<file path="config.mk">
export PLATFORM = sky130hd
export DESIGN_NAME = rvfi_cover_monitor_flat
export DESIGN_NICKNAME = d
export VERILOG_FILES = /design/src/rtl/rvfi_cover_monitor_if.sv /design/src/rtl/rvfi_cover_monitor.sv /design/src/flat_wrapper.sv
export SDC_FILE = /design/constraint.sdc
export NUM_CORES = 1
export LEC_CHECK = 0
export CAP_MARGIN = 0
export CORE_MARGIN = 2
export CORE_UTILIZATION = 40
export CTS_BUF_LIST = sky130_fd_sc_hd__clkbuf_4 sky130_fd_sc_hd__clkbuf_8
export DETAILED_ROUTE_END_ITERATION = 10
export GPL_TIMING_DRIVEN = 0
export PLACE_DENSITY = 0.78
export SLEW_MARGIN = 40
export SYNTH_ARGS = -nofsm -noshare
export SYNTH_HDL_FRONTEND = slang
export SYNTH_SLANG_ARGS = --single-unit
</file>
<file path="constraint.sdc">
create_clock -name clk -period 4.15 [get_ports clk]
set_input_delay 0.83 -clock clk [delete_from_list [all_inputs] [get_ports clk]]
set_output_delay 0.83 -clock clk [all_outputs]
set_load 0.03 [all_outputs]
</file>
<file path="src/rtl/rvfi_cover_monitor_if.sv">
// RVFI retirement-stream bundle, NRET slots wide; the core side drives it,
// the coverage monitor observes it.
interface rvfi_cover_monitor_if #(
  parameter int unsigned NRET = 1
) ();
  logic [NRET-1:0]    rvfi_valid;
  logic [64*NRET-1:0] rvfi_order;
  logic [32*NRET-1:0] rvfi_insn;
  logic [NRET-1:0]    rvfi_trap;
  logic [32*NRET-1:0] rvfi_pc_rdata;
  logic [32*NRET-1:0] rvfi_pc_wdata;
  logic [4*NRET-1:0]  rvfi_mem_rmask;
  logic [4*NRET-1:0]  rvfi_mem_wmask;

  modport master (
    output rvfi_valid, rvfi_order, rvfi_insn, rvfi_trap,
           rvfi_pc_rdata, rvfi_pc_wdata, rvfi_mem_rmask, rvfi_mem_wmask
  );

  modport slave (
    input  rvfi_valid, rvfi_order, rvfi_insn, rvfi_trap,
           rvfi_pc_rdata, rvfi_pc_wdata, rvfi_mem_rmask, rvfi_mem_wmask
  );
endinterface

</file>
<file path="src/rtl/rvfi_cover_monitor.sv">
// RVFI retirement monitor: saturating per-class event counters with coverage
// goals, plus a sticky rvfi_order continuity / slot-packing check.
module rvfi_cover_monitor #(
  parameter int unsigned NRET           = 1,
  parameter int unsigned CNT_W          = 8,
  parameter int unsigned THRESH         = 2,
  parameter int unsigned COMPRESSED_ISA = 0
) (
  input  logic                 clk,
  input  logic                 resetn,
  input  logic                 clear,
  rvfi_cover_monitor_if.slave  rvfi,
  output logic [6*CNT_W-1:0]   cnt,
  output logic [5:0]           goal,
  output logic                 all_goal,
  output logic                 order_err,
  output logic [63:0]          retired
);

  localparam logic [CNT_W+2:0] CNT_MAX = {3'b000, {CNT_W{1'b1}}};

  logic [CNT_W-1:0] cnt_q [6];
  logic [CNT_W-1:0] cnt_d [6];
  logic             order_err_q, order_err_d;
  logic [63:0]      retired_q, retired_d;

  logic [2:0]       inc [6];
  logic [2:0]       nvalid;
  logic             viol;
  logic [5:0]       cls;
  logic             long_insn;
  logic [31:0]      pc_seq;
  logic [CNT_W+2:0] sum;

  // Only the length field of the instruction word is needed here.
  logic             unused_insn;
  assign unused_insn = ^rvfi.rvfi_insn;

  always_comb begin
    for (int unsigned k = 0; k < 6; k++) begin
      inc[k] = '0;
    end
    nvalid    = '0;
    viol      = 1'b0;
    cls       = '0;
    long_insn = 1'b0;
    pc_seq    = '0;

    for (int unsigned s = 0; s < NRET; s++) begin
      if (rvfi.rvfi_valid[s]) begin
        long_insn = (rvfi.rvfi_insn[s*32 +: 2] == 2'b11);
        pc_seq    = rvfi.rvfi_pc_rdata[s*32 +: 32] + (long_insn ? 32'd4 : 32'd2);
        cls[0]    = |rvfi.rvfi_mem_rmask[s*4 +: 4];
        cls[1]    = |rvfi.rvfi_mem_wmask[s*4 +: 4];
        cls[2]    = long_insn;
        cls[3]    = (COMPRESSED_ISA != 0) ? !long_insn : 1'b1;
        cls[4]    = rvfi.rvfi_trap[s];
        cls[5]    = (rvfi.rvfi_pc_wdata[s*32 +: 32] != pc_seq);
        for (int unsigned k = 0; k < 6; k++) begin
          inc[k] = inc[k] + {2'b00, cls[k]};
        end
        nvalid = nvalid + 3'd1;
        if (rvfi.rvfi_order[s*64 +: 64] != retired_q + 64'(s)) begin
          viol = 1'b1;
        end
      end
    end

    // A valid slot above an empty one breaks contiguous packing from slot 0.
    for (int unsigned s = 1; s < NRET; s++) begin
      if (rvfi.rvfi_valid[s] && !rvfi.rvfi_valid[s-1]) begin
        viol = 1'b1;
      end
    end
  end

  always_comb begin
    sum = '0;
    for (int unsigned k = 0; k < 6; k++) begin
      sum = {3'b000, cnt_q[k]} + {{CNT_W{1'b0}}, inc[k]};
      if (clear) begin
        cnt_d[k] = '0;
      end else if (sum > CNT_MAX) begin
        cnt_d[k] = '1;
      end else begin
        cnt_d[k] = sum[CNT_W-1:0];
      end
    end
    order_err_d = clear ? 1'b0 : (order_err_q | viol);
    retired_d   = retired_q + {61'd0, nvalid};
  end

  always_ff @(posedge clk) begin
    if (!resetn) begin
      for (int unsigned k = 0; k < 6; k++) begin
        cnt_q[k] <= '0;
      end
      order_err_q <= 1'b0;
      retired_q   <= '0;
    end else begin
      for (int unsigned k = 0; k < 6; k++) begin
        cnt_q[k] <= cnt_d[k];
      end
      order_err_q <= order_err_d;
      retired_q   <= retired_d;
    end
  end

  always_comb begin
    cnt = '0;
    for (int unsigned k = 0; k < 6; k++) begin
      cnt[k*CNT_W +: CNT_W] = cnt_q[k];
      goal[k]               = (cnt_q[k] >= CNT_W'(THRESH));
    end
    all_goal  = &goal;
    order_err = order_err_q;
    retired   = retired_q;
  end

endmodule
</file>
<file path="src/flat_wrapper.sv">
// flat-port wrapper written by rule: the top's interface ports become plain ports
module rvfi_cover_monitor_flat 
#(
  parameter int unsigned NRET           = 1,
  parameter int unsigned CNT_W          = 8,
  parameter int unsigned THRESH         = 2,
  parameter int unsigned COMPRESSED_ISA = 0
)
  (clk, resetn, clear, cnt, goal, all_goal, order_err, retired, rvfi_rvfi_valid, rvfi_rvfi_order, rvfi_rvfi_insn, rvfi_rvfi_trap, rvfi_rvfi_pc_rdata, rvfi_rvfi_pc_wdata, rvfi_rvfi_mem_rmask, rvfi_rvfi_mem_wmask);
  rvfi_cover_monitor_if #(.NRET(NRET)) rvfi_i ();
  input  logic clk;
  input  logic resetn;
  input  logic clear;
  output logic [6*CNT_W-1:0] cnt;
  output logic [5:0] goal;
  output logic all_goal;
  output logic order_err;
  output logic [63:0] retired;
  input wire logic [$bits(rvfi_i.rvfi_valid)-1:0] rvfi_rvfi_valid;
  input wire logic [$bits(rvfi_i.rvfi_order)-1:0] rvfi_rvfi_order;
  input wire logic [$bits(rvfi_i.rvfi_insn)-1:0] rvfi_rvfi_insn;
  input wire logic [$bits(rvfi_i.rvfi_trap)-1:0] rvfi_rvfi_trap;
  input wire logic [$bits(rvfi_i.rvfi_pc_rdata)-1:0] rvfi_rvfi_pc_rdata;
  input wire logic [$bits(rvfi_i.rvfi_pc_wdata)-1:0] rvfi_rvfi_pc_wdata;
  input wire logic [$bits(rvfi_i.rvfi_mem_rmask)-1:0] rvfi_rvfi_mem_rmask;
  input wire logic [$bits(rvfi_i.rvfi_mem_wmask)-1:0] rvfi_rvfi_mem_wmask;
  assign rvfi_i.rvfi_valid = rvfi_rvfi_valid;
  assign rvfi_i.rvfi_order = rvfi_rvfi_order;
  assign rvfi_i.rvfi_insn = rvfi_rvfi_insn;
  assign rvfi_i.rvfi_trap = rvfi_rvfi_trap;
  assign rvfi_i.rvfi_pc_rdata = rvfi_rvfi_pc_rdata;
  assign rvfi_i.rvfi_pc_wdata = rvfi_rvfi_pc_wdata;
  assign rvfi_i.rvfi_mem_rmask = rvfi_rvfi_mem_rmask;
  assign rvfi_i.rvfi_mem_wmask = rvfi_rvfi_mem_wmask;
  rvfi_cover_monitor #(.NRET(NRET), .CNT_W(CNT_W), .THRESH(THRESH), .COMPRESSED_ISA(COMPRESSED_ISA)) u_core (.clk(clk), .resetn(resetn), .clear(clear), .rvfi(rvfi_i), .cnt(cnt), .goal(goal), .all_goal(all_goal), .order_err(order_err), .retired(retired));
endmodule
</file>
# --- Word level (Yosys, flattened, before mapping) ---
# Memory sizes are Yosys's and may differ from the RTL's.
# Cells that the tools add are included.
# Widths: inputs -> output; s select.
op_classes:
  addsub: 8
  n_lt_le_gt_ge: 12
  eq_ne: 3
  muxes: 25
  bitwise_logic: 8
  n_reduce_logical: 4
op_table:
  columns: ["cell", "n"]
  rows:
  - ["$mux 8", 18]
  - ["$gt 11x8->1 const B", 6]
  - ["$add 64x1->64", 1]
  - ["$ne 64x64->1", 1]
  - ["$ge 8x2->1 const B", 6]
  - ["$add 8x3->9", 5]
  - ["$add 32x32->32", 1]
  - ["$ne 32x32->1", 1]
  - ["$mux 16", 1]
  - ["$add 8x1->9", 1]
  - ["$reduce_or 4->1", 2]
  - ["$or 1x1->1", 7]
  - ["$reduce_and 6->1", 1]
  - ["$mux 1", 5]
  - ["$mux 3", 1]
  - ["$eq 2x2->1 const B", 1]
  - ["$reduce_or 2->1", 1]
  - ["$not 1->1", 1]
totals:
  reg_bits: 65
  ram_bits: 48
  in_bits: 173
  out_inout_bits: 120
  wordCells: 63
  n_memories: 1
mem_list:
  columns: ["memory", "words", "width", "read_ports", "rd_ports_with_merged_regs", "write_ports", "line", "text"]
  rows:
  - ["u_core.cnt_q", 6, 8, 6, 0, 6, "rvfi_cover_monitor.sv:22", "logic [CNT_W-1:0] cnt_q [6];"]

# --- Logic depth before layout (Yosys ltp) ---
depth:
  word_depth: 10
  ltp_mapped: 15
  ltp_nobuf: 15

# --- Worst setup path after synthesis ---
# Ideal clock, no wire load.
synth_timing:
  path_type: "input to register"
  start: "input rvfi_rvfi_insn[0]"
  end: "memory u_core.cnt_q[5][4]"
  setup_time_ns: 0.132
  arrival_ns: 3.818
  required_time_ns: 4.018
  setup_slack_ns: 0.199
  cell_stages: 15
  n_path_buf: 0
  path_cell_list: "nand2_1 -> and2_1 -> ha_1 -> a31oi_2 -> xnor2_1 -> nand4_1 -> or4_1 -> a2111oi_2 -> nand4b_1 -> o41a_1 -> ha_1 -> ha_1 -> nand3_1 -> xor2_1 -> a21oi_1"
synth_lines:
  columns: ["item", "line", "text"]
  rows:
  - ["start: declaration", "flat_wrapper.sv:21", "input wire logic [$bits(rvfi_i.rvfi_insn)-1:0] rvfi_rvfi_insn;"]
  - ["end: declaration", "rvfi_cover_monitor.sv:22", null]

==> metrics.md <==
| Metric | Value |
|---|---|
| Largest stage delay on the critical path | between 0.5 and 0.6 ns |
| Final min period | about 4 ns |
| RePlAce Congestion | 0.895 |
| Critical path arrival | roughly 4.3 ns |
| Sink Count | roughly 110 |
| Critical Path Slowest Stage Cell | clkdlybuf4s50_1 |
| Worst-skew pair later-pin latency | roughly 0.45 ns |
| Routed len/inst | 16.7 µm |
| Crit Path Class | input pin to flip-flop |
| Area share of the largest cell type after synthesis | between 30% and 40% |
| Die ar. | 18900 µm² |
| Maximum clock insertion buffer count | 2 |
| Pwr per Cell Area | approximately 240 nW/µm² |
| Leak pwr | around 3.6 nW |
| Slew headroom | between 60 and 70% |
| DR pass1 iterations | 5 |
| Synthesized area per cell | roughly 8.5 µm² |
| Synthesized instance count | between 800 and 900 |
| Initial antenna violation count | 0 |
| CP top delay family | simple AND/OR/NAND/NOR gates |
| Fraction of layout cells with a size suffix above 1 | 7.13% |
| All-Layer GR Usage | between 20% and 30% |
| Diodes inserted | 0 |
| Die Wd | 137 µm |
| Synthesized area | a little over 7000 µm² |
| Clock Skew | approximately 0.012 ns |
| Final setup viols | 0 |
| Row cnt | between 40 and 50 |
| Count leader, synth | xnor2_1 |
| Core Region | about 17000 µm² |
| Grt total ovfl | 0 |
| Synthesis-stage register bit count | ~110 |
| Register Area | about 2300 µm² |
| Filler cell count | around 1500 |
| Initial Utilization | about 40% |
| Layout Nets | between 1000 and 1500 |
| Max Cap Viol | 0 |
| Max frequency | about 0.25 GHz |
| Final core occ | roughly three fifths |
| Synth Flop Type | dfxtp_1 |
| Post-DR vias/cell | between 5 and 6 |
| Pins Over Slew Limit | 0 |
| Ys async rst share | 0% |
| Fin crit share | 96.0% |
| CP max FO | 6 |
| Clk slew on worst S/H paths | about 0.070 ns |
| Worst Setup End Kind | flip-flop |
| Post-synth top cells | xnor2_1, dfxtp_1, nand3_1 |
| Vias in the first global route | around 6700 |
| Seq/Total Area, Yosys | a little under a third |
| Synth Warn # | 0 |
| Post-synth cell types | 61 |
| Placed Instance Area | 10000 µm² |
| Worst vdd ir | between 150 and 200 µV |
| First-pass GRT wire length | around 34 mm |
| Post-synth EDFFs | 0 |
| Setup TNS | 0 ns |
| Antenna-violating nets left | 0 |
| Num CTS Buffers | 17 |
| Synth area leader | dfxtp_1 |
| Fin cells | about 1400 |
| 1st-iter DRT viols | 342 |
| Slew @ Worst Pin | roughly 0.6 ns |
| Multi-input gate area | around 4600 µm² |
| Top cells by area, synth | dfxtp_1, xnor2_1, xor2_1 |
| IO buf count | around 260 |
| Placed cells | between 1000 and 1500 |
| Synth-to-Final Area Change | 47.4% |
| Status | finished, final reports clean |
| Mapped Nets | between 1000 and 1500 |
| DRT Wirelength | roughly 23 mm |
| IO Pins | a little under 300 |
| Critical path buffers and inverters | 3 |
| RSZ-0062 raised after global routing | false |
| Die height | approximately 140 µm |
| Largest net degree at the start of global routing | 17 |
| H-tree depth | 4 |
| Hold Violations, Final | 0 |
| Via count | roughly 7400 |
| CP Cell Sequence | clkdlybuf4s50_1, and2_1, ha_2, a31oi_4, buf_12, nor4_4, buf_4, nand2_2, or4b_1, o211ai_1, a21oi_1, o41a_1, ha_2, ha_4, nand4_1, a21oi_1 |
| Worst Path Required | between 4 and 5 ns |
| Final instance area | roughly 11000 µm² |
| DRC | 0 |
| Hold Path Class | flip-flop to flip-flop |
| Hpwl dp | 17.7 mm |
| CTS tree | built |
| Crit start category | input pin |
| CTS root buf | clkbuf_8 |
-- path summary, 6_finish.rpt --
path                   endpoint  slack, ns  cells after the start                  start
max          u_core.cnt_q[5][1]       0.17                     16  rvfi_rvfi_pc_rdata[1]
min            u_core.order_err       0.52                      2       u_core.order_err
max reg2reg  u_core.retired[48]       1.17                     10      u_core.retired[0]
min reg2reg    u_core.order_err       0.52                      2       u_core.order_err
-- registers in the layout, summed over array words and instances (netlist names) --
| register | count |
|---|---|
| u_core.order_err | 1 |
| u_core.cnt_q | 48 |
| u_core.retired | 64 |
-- logic make-up after synthesis --
group | after synthesis | synth area share, %
AOI/OAI and AO/OA | 115 | 9.92
adders and majority gates | 15 | 2.63
muxes | 8 | 1.18
buffers and inverters | 52 | 3.62
DFF | 113 | 31.7
xor gates and xnor gates | 175 | 21.5
and+or+nand+nor | 359 | 29.4
-- worst register-to-register path, cell delays in order, from the launching register on --
cell and delay (ns):
dfxtp_1 0.39, ha_1 0.21, ha_1 0.21, nand4_1 0.15, nor2_1 0.43, nand4_1 0.24, clkbuf_1 0.26, nor4_1 0.54
nand2_1 0.15, xnor2_1 0.15, and2_1 0.15
-- layout make-up --
type,count,share of cell area (%)
tap,225,2.68
sequential,113,21.5
clock inverter,10,1.06
inverter,28,1.00
buffer,24,1.45
timing repair buffer,268,25.4
clock buffer,21,2.63
multi-input combinational,672,44.2
-- metal layers --
layer | GRT usage, % | vias to the layer above | share of wire, % | wire length, µm
met5 | 0 | - | 0 | 0
li1 | - | 3577 | - | -
met1 | 29.2 | 3452 | 41 | 9400
met3 | 6.25 | 34 | 7.4 | 1690
met4 | 7.39 | 0 | 1.9 | 433
met2 | 39.8 | 289 | 49 | 11300
-- metrics by stage --
stage	hold WS, ns	power (mW)	worst slack [ns]
after floorplan	0.621	1.27	0.199
after global placement	0.489	1.48	-0.827
after detailed placement	0.516	1.49	-0.877
after CTS	0.535	2.52	0.0786
after global routing	0.564	2.60	0.00591
final	0.517	2.50	0.168
-- cells in the final DEF, fill, tap and decap left out, types with 7 or more instances in the layout --
cell type | Yosys | routed
and3_1 | 19 | 19
dfxtp_1 | 113 | 113
xnor2_1 | 134 | 134
or3_1 | 14 | 14
clkdlybuf4s50_1 | 0 | 259
inv_1 | 28 | 28
a21boi_0 | 14 | 14
clkbuf_1 | 14 | 14
clkbuf_8 | 1 | 20
a21oi_1 | 49 | 48
a211oi_1 | 7 | 7
xor2_1 | 41 | 41
nor2_1 | 35 | 35
nand4_1 | 47 | 47
nand3_1 | 62 | 62
ha_1 | 15 | 12
o21ai_0 | 23 | 23
and2_1 | 50 | 50
nor4_1 | 16 | 16
nor3_1 | 21 | 21
nand2_1 | 46 | 46
-- power breakdown --
part	switching, mW	internal [mW]
clock network	0.460	0.570
registers	0.00645	1.09
logic	0.160	0.216
-- repair_timing --
action / CTS / global route
endpoints found under the hold margin: 0 / 0
resized for setup: 5 / 8
setup buffers: 6 / 0
pin swaps: 2 / 3
endpoints found under the setup margin: 8 / 7
cloned: 0 / 0
hold buffers: 0 / 0
(Power assumes the default switching activity.)
